<file path="src/rtl/apple_spawner.sv">
// Apple relocation for the snake game: on each eat, searches an LFSR-driven free cell
// (with a deterministic fallback), pulses grow and advances a saturating 4-digit BCD score.
module apple_spawner #(
  parameter int          CELL      = 10,
  parameter int          GRID_W    = 64,
  parameter int          GRID_H    = 48,
  parameter int          INIT_COL  = 30,
  parameter int          INIT_ROW  = 20,
  parameter logic [15:0] SEED      = 16'hACE1,
  parameter int          MAX_TRIES = 16
) (
  input  logic        clk_pix,
  input  logic        reset_n,
  input  logic        eat_evt,
  input  logic [9:0]  head_x,
  input  logic [8:0]  head_y,
  output logic [9:0]  apple_x,
  output logic [8:0]  apple_y,
  output logic        apple_valid,
  output logic        busy,
  output logic        grow,
  output logic [15:0] score,
  output logic [15:0] lfsr_dbg
);

  localparam logic [15:0]      LFSR_MASK = 16'hB400;
  localparam int               TRY_W     = $clog2(MAX_TRIES + 1);
  localparam logic [TRY_W-1:0] LAST_TRY  = TRY_W'(MAX_TRIES - 1);
  localparam logic [9:0]       CELL_X    = 10'(CELL);
  localparam logic [8:0]       CELL_Y    = 9'(CELL);
  localparam logic [6:0]       GRID_W_C  = 7'(GRID_W);
  localparam logic [6:0]       GRID_H_C  = 7'(GRID_H);
  localparam logic [7:0]       WRAP_W    = 8'(GRID_W);
  localparam logic [7:0]       HALF_W    = 8'(GRID_W / 2);

  typedef enum logic [2:0] {
    S_IDLE,
    S_DRAW,
    S_CHECK,
    S_FALLBACK,
    S_COMMIT
  } state_t;

  state_t r_state;
  state_t w_next_state;

  logic [15:0]      r_lfsr;
  logic [15:0]      r_score;
  logic             r_grow;
  logic [TRY_W-1:0] r_tries;
  logic [9:0]       r_apple_x;
  logic [8:0]       r_apple_y;
  logic [5:0]       r_cand_col;
  logic [5:0]       r_cand_row;
  logic [9:0]       r_cand_px;
  logic [8:0]       r_cand_py;
  logic [9:0]       r_sel_px;
  logic [8:0]       r_sel_py;
  logic [9:0]       r_rem_x;
  logic [8:0]       r_rem_y;
  logic [6:0]       r_fb_col;
  logic [5:0]       r_fb_row;

  logic [9:0] w_draw_px;
  logic [8:0] w_draw_py;
  logic       w_reject;
  logic       w_last_try;
  logic       w_fb_x_done;
  logic       w_fb_y_done;
  logic [7:0] w_fb_sum;
  logic [7:0] w_fb_col;
  logic [9:0] w_fb_px;
  logic [8:0] w_fb_py;
  logic       w_accept_eat;

  function automatic logic [15:0] bcd_inc(input logic [15:0] v);
    logic [15:0] r;
    logic        c;
    r = v;
    c = 1'b1;
    if (v == 16'h9999) return v;
    for (int i = 0; i < 4; i++) begin
      if (c) begin
        if (r[i*4 +: 4] == 4'd9) begin
          r[i*4 +: 4] = 4'd0;
        end else begin
          r[i*4 +: 4] = r[i*4 +: 4] + 4'd1;
          c           = 1'b0;
        end
      end
    end
    return r;
  endfunction

  assign w_draw_px    = CELL_X * {4'd0, r_lfsr[5:0]};
  assign w_draw_py    = CELL_Y * {3'd0, r_lfsr[11:6]};
  assign w_reject     = ({1'b0, r_cand_col} >= GRID_W_C) ||
                        ({1'b0, r_cand_row} >= GRID_H_C) ||
                        ((r_cand_px == head_x) && (r_cand_py == head_y));
  assign w_last_try   = (r_tries == LAST_TRY);
  assign w_accept_eat = (r_state == S_IDLE) && eat_evt;

  // Fallback divides the head position by CELL with a repeated-subtract loop.
  assign w_fb_x_done = (r_rem_x < CELL_X);
  assign w_fb_y_done = (r_rem_y < CELL_Y);
  assign w_fb_sum    = {1'b0, r_fb_col} + HALF_W;
  assign w_fb_col    = (w_fb_sum >= WRAP_W) ? (w_fb_sum - WRAP_W) : w_fb_sum;
  assign w_fb_px     = CELL_X * {2'd0, w_fb_col};
  assign w_fb_py     = CELL_Y * {3'd0, r_fb_row};

  // NOTE: sequential state uses non-blocking (<=) so every register samples pre-edge values.
  always_ff @(posedge clk_pix or negedge reset_n) begin
    if (!reset_n) r_state <= S_IDLE;
    else          r_state <= w_next_state;
  end

  // NOTE: default assignment first so no path through the case leaves a latch.
  always_comb begin
    w_next_state = r_state;
    case (r_state)
      S_IDLE:     if (eat_evt) w_next_state = S_DRAW;
      S_DRAW:     w_next_state = S_CHECK;
      S_CHECK: begin
        if (!w_reject)      w_next_state = S_COMMIT;
        else if (w_last_try) w_next_state = S_FALLBACK;
        else                w_next_state = S_DRAW;
      end
      S_FALLBACK: if (w_fb_x_done && w_fb_y_done) w_next_state = S_COMMIT;
      S_COMMIT:   w_next_state = S_IDLE;
      default:    w_next_state = S_IDLE;
    endcase
  end

  always_comb begin
    apple_valid = 1'b0;
    busy        = 1'b0;
    if (r_state == S_IDLE) apple_valid = 1'b1;
    else                   busy        = 1'b1;
  end

  always_ff @(posedge clk_pix or negedge reset_n) begin
    if (!reset_n) begin
      r_lfsr     <= SEED;
      r_score    <= 16'h0000;
      r_grow     <= 1'b0;
      r_tries    <= '0;
      r_apple_x  <= 10'(INIT_COL * CELL);
      r_apple_y  <= 9'(INIT_ROW * CELL);
      r_cand_col <= 6'd0;
      r_cand_row <= 6'd0;
      r_cand_px  <= 10'd0;
      r_cand_py  <= 9'd0;
      r_sel_px   <= 10'd0;
      r_sel_py   <= 9'd0;
      r_rem_x    <= 10'd0;
      r_rem_y    <= 9'd0;
      r_fb_col   <= 7'd0;
      r_fb_row   <= 6'd0;
    end else begin
      r_lfsr <= {1'b0, r_lfsr[15:1]} ^ (r_lfsr[0] ? LFSR_MASK : 16'h0000);
      r_grow <= w_accept_eat;
      if (w_accept_eat) begin
        r_score <= bcd_inc(r_score);
        r_tries <= '0;
      end
      case (r_state)
        S_DRAW: begin
          r_cand_col <= r_lfsr[5:0];
          r_cand_row <= r_lfsr[11:6];
          r_cand_px  <= w_draw_px;
          r_cand_py  <= w_draw_py;
        end
        S_CHECK: begin
          if (!w_reject) begin
            r_sel_px <= r_cand_px;
            r_sel_py <= r_cand_py;
          end else if (w_last_try) begin
            r_rem_x  <= head_x;
            r_rem_y  <= head_y;
            r_fb_col <= 7'd0;
            r_fb_row <= 6'd0;
          end else begin
            r_tries <= r_tries + 1'b1;
          end
        end
        S_FALLBACK: begin
          if (!w_fb_x_done) begin
            r_rem_x  <= r_rem_x - CELL_X;
            r_fb_col <= r_fb_col + 7'd1;
          end
          if (!w_fb_y_done) begin
            r_rem_y  <= r_rem_y - CELL_Y;
            r_fb_row <= r_fb_row + 6'd1;
          end
          if (w_fb_x_done && w_fb_y_done) begin
            r_sel_px <= w_fb_px;
            r_sel_py <= w_fb_py;
          end
        end
        S_COMMIT: begin
          r_apple_x <= r_sel_px;
          r_apple_y <= r_sel_py;
        end
        default: ;
      endcase
    end
  end

  assign apple_x  = r_apple_x;
  assign apple_y  = r_apple_y;
  assign grow     = r_grow;
  assign score    = r_score;
  assign lfsr_dbg = r_lfsr;

endmodule
</file>
<file path="config.mk">
export PLATFORM = sky130hd
export DESIGN_NAME = apple_spawner
export DESIGN_NICKNAME = d
export VERILOG_FILES = /design/src/rtl/apple_spawner.sv
export SDC_FILE = /design/constraint.sdc
export NUM_CORES = 1
export LEC_CHECK = 0
export CORE_ASPECT_RATIO = 0.8
export CORE_MARGIN = 4
export CORE_UTILIZATION = 50
export DETAILED_ROUTE_END_ITERATION = 12
export PLACE_DENSITY = 0.72
export SYNTH_ARGS = -nofsm -noshare
export SYNTH_HDL_FRONTEND = slang
export SYNTH_SLANG_ARGS = --single-unit
</file>
<file path="constraint.sdc">
create_clock -name clk_pix -period 2.55 [get_ports clk_pix]
set_input_delay 0.51 -clock clk_pix [delete_from_list [all_inputs] [get_ports clk_pix]]
set_output_delay 0.51 -clock clk_pix [all_outputs]
set_load 0.02 [all_outputs]
</file>
==> impl_metrics.py <==
metrics = {
    "global_route": {
        "track_usage_pct": 21.63,
        "grt_pass1_vias": 5269,
        "grt_pass1_wl_um": 26450,
        "grt_remaining_overflow": 0,
        "grt_start_max_net_pins": 44,
        "antenna_found_initial": 0,
    },
    "floorplanning": {
        "core_area_mm2": 0.01296,
        "dieArea_mm2": 0.01524,
        "die_h_um": 111.2,
        "rows": 37,
        "ios": 76,
        "initial_core_util_pct": 51.37,
        "die_w_um": 137.0,
    },
    "sta": {
        "slew_viol_final": 0,
        "finClkSkew_ns": 0.01381,
        "layout_worst_path_cycle_share_pct": 92.63,
        "relSlewSlack_pct": 46.80,
        "setup-violations-final": 0,
        "tightestPinTransition_ns": 0.7960,
        "fin_crit_ns": 2.362,
        "whs_ns": 0.08666,
        "hold_viol_final": 0,
        "rsz0062_at_grt": "no",
        "max_freq_mhz": 423.4,
    },
    "placement": {
        "routabilityCongestion": 0.9149,
        "dp_hpwl_um": 11710,
        "io_buffers": 73,
    },
    "yosys": {
        "yosysTopAreaCell": "dfrtp_1",
        "synthArstFlopShare_pct": 100.0,
        "synth_cell_types": 66,
        "yosysMostFrequentCell": "dfrtp_1",
        "synth_edf_count": 0,
        "mappedNetlistArea_mm2": 0.006659,
        "netlist.area_leader.share_pct": 40.96,
        "yosysSeqAreaShare_pct": 46.88,
        "synth.avg_cell_area_um2": 10.21,
        "yosys_warnings": 0,
        "synth_top_flop_cell": "dfrtp_1",
        "ys_seq_elements": 124,
        "synthTopCellsByCount": "109 x dfrtp_1, 75 x nand2_1, 40 x inv_1, 39 x ha_1, 37 x a21oi_1",
        "synth.top_cells.by_area": "dfrtp_1 41%, ha_1 7.3%, dfstp_2 5.9%, nand2_1 4.2%, xor2_1 3.8%",
        "synth_cells": 652,
    },
    "clock_network": {
        "tritoncts": "done",
        "post_cts.repair.setup_buffers": 0,
        "htreeDepth": 4,
        "clk_pin_slew_ns": 0.06,
        "cts_buffers": 17,
        "cts_resized": 0,
        "cts.sinks": 124,
        "cts_root_buf": "clkbuf_16",
        "insertion_delay_ns": 0.41,
        "ctsHoldBuffers": 0,
        "clock_path_buffers": 2,
    },
    "power": {
        "peakVddDrop_mv": 0.5730,
        "p_leak_nw": 3.884,
        "power.total_mw": 8.140,
        "power_density_mw_per_mm2": 994.0,
    },
    "critical_path": {
        "critPathKind": "flop to flop",
        "critPathMaxFanout": 8,
        "reg2reg_to": "r_rem_x[3]$_DFFE_PN0P_",
        "crit_required_ns": 2.84,
        "crit_end": "r_rem_x[3]$_DFFE_PN0P_",
        "startpoint": "r_tries[0]$_DFF_PN0_",
        "endpoint_kind": "flop",
        "start_kind": "flop",
        "r2r_cells": 7,
        "r2r_start": "r_tries[0]$_DFF_PN0_",
        "ff2ff_setup_slack_ns": 0.19,
        "cp.arrival_ns": 2.65,
    },
    "route": {
        "wire_per_inst_um": 17.17,
        "drc": 0,
        "drt_iter0_drc": 492,
        "wirelength_um": 15940,
        "postRouteAntennaNets": 0,
        "vias": 5261,
        "first_pass_iters": 7,
        "viasPerCell": 5.669,
    },
    "worst_hold_path": {
        "hp-class": "primary input to asynchronous set/reset pin",
    },
    "finish": {
        "drive_above_1_share_pct": 13.94,
        "syn_to_final_growth_pct": 22.98,
        "num-nets-final": 805,
        "insertedDiodeCount": 0,
        "final_util_pct": 63.18,
        "fillers": 1026,
    },
    "flow_run": {
        "cap_violations": 0,
    },
    "outcome": {
        "status": "finished clean",
    },
}
-- critical path, cell delays in order, from the launching register on --
cell and delay [ns]:
dfrtp_1 0.42, ha_1 0.25, and4b_1 0.27, nor2_1 0.11, o21ai_0 0.61, nand2b_1 0.17, buf_4 0.21, o22a_1 0.21
-- cells by family (layout without fill, tap and decap cells) --
logic type	count (synthesis)	in the layout	share of synthesized area (%)
other	1	2	0.05632
buffers and inverters	73	173	4.998
multiplexers	27	27	4.622
AND/OR/NAND/NOR	189	189	14.36
AO/OA/AOI/OAI	152	152	14.90
adder cells (fa/ha/maj)	43	43	8.531
flip-flops	124	124	46.88
XOR/XNOR	43	43	5.656
-- routing by layer --
metal | up-vias | share of wire, % | GRT usage [%]
met5 | - | 0 | 0
met4 | 0 | 1.2 | 5.053
met1 | 2579 | 46 | 30.78
met3 | 23 | 6.4 | 5.581
li1 | 2470 | - | -
met2 | 189 | 46 | 33.22
-- how the worst min path moves through the flow --
stage	start	endpoint	slack [ns]	cells after the start
5_1_grt	reset_n	r_sel_px[8]$_DFFE_PN0P_	0.12	1
4_1_cts	reset_n	r_sel_px[8]$_DFFE_PN0P_	0.1	1
6_report	reset_n	apple_x[7]$_DFFE_PN0N_	0.09	1
2_1_floorplan	reset_n	apple_x[1]$_DFFE_PN0N_	0.21	0
3_5_place_dp	lfsr_dbg[12]$_DFF_PN0_	lfsr_dbg[11]$_DFF_PN1_	0.36	0
3_3_place_gp	lfsr_dbg[12]$_DFF_PN0_	lfsr_dbg[11]$_DFF_PN1_	0.36	0
-- power by group --
group	switching [mW]	internal (mW)	total (mW)
clock	0.807	1.38	2.18
combinational	1.58	1.34	2.91
sequential	0.489	2.55	3.04
-- registers in the layout (all words and copies together), names as in the netlist, 5 cells and up --
signal	flops
apple_x	9
apple_y	8
lfsr_dbg	16
r_cand_px	9
r_cand_py	6
r_fb_col	7
r_fb_row	6
r_rem_x	9
r_rem_y	8
r_sel_px	9
r_sel_py	8
r_tries	5
score	16
-- per-stage QoR --
step | std cells | TNS, ns | worst slack [ns] | area [µm²]
final | 928 | 0 | 0.1881 | 8189
after floorplan | 653 | 0 | 0.4407 | 6663
after global placement | 896 | -2.328 | -0.1565 | 7649
after global routing | 928 | 0 | 0.07923 | 8189
after detailed placement | 896 | -2.517 | -0.1751 | 7649
after CTS | 928 | 0 | 0.2405 | 8189
-- cells in the final DEF, fill, tap and decap left out, drive strengths merged, types with 8 or more instances in the layout --
cell	n
a21oi	37
o22ai	13
o22a	8
o31ai	11
nor4	10
nor3	12
ha	39
nand3	13
xor2	29
xnor2	14
dfstp	15
a21o	9
clkbuf	23
o21ai	37
inv	41
nor2	31
and3	8
buf	28
nand2	75
mux2	21
dfrtp	109
clkdlybuf4s50	72
-- final cells by class --
class	count	area (µm²)	area share (%)
tap	175	219.0	2.674
timing repair buffer	100	943.4	11.52
multi-input combinational	456	3208	39.18
inverter	41	156.4	1.910
clock buffer	23	467.9	5.714
sequential	124	3122	38.12
clock inverter	9	72.57	0.8862
Note: power is estimated with default switching activity, not from simulation.
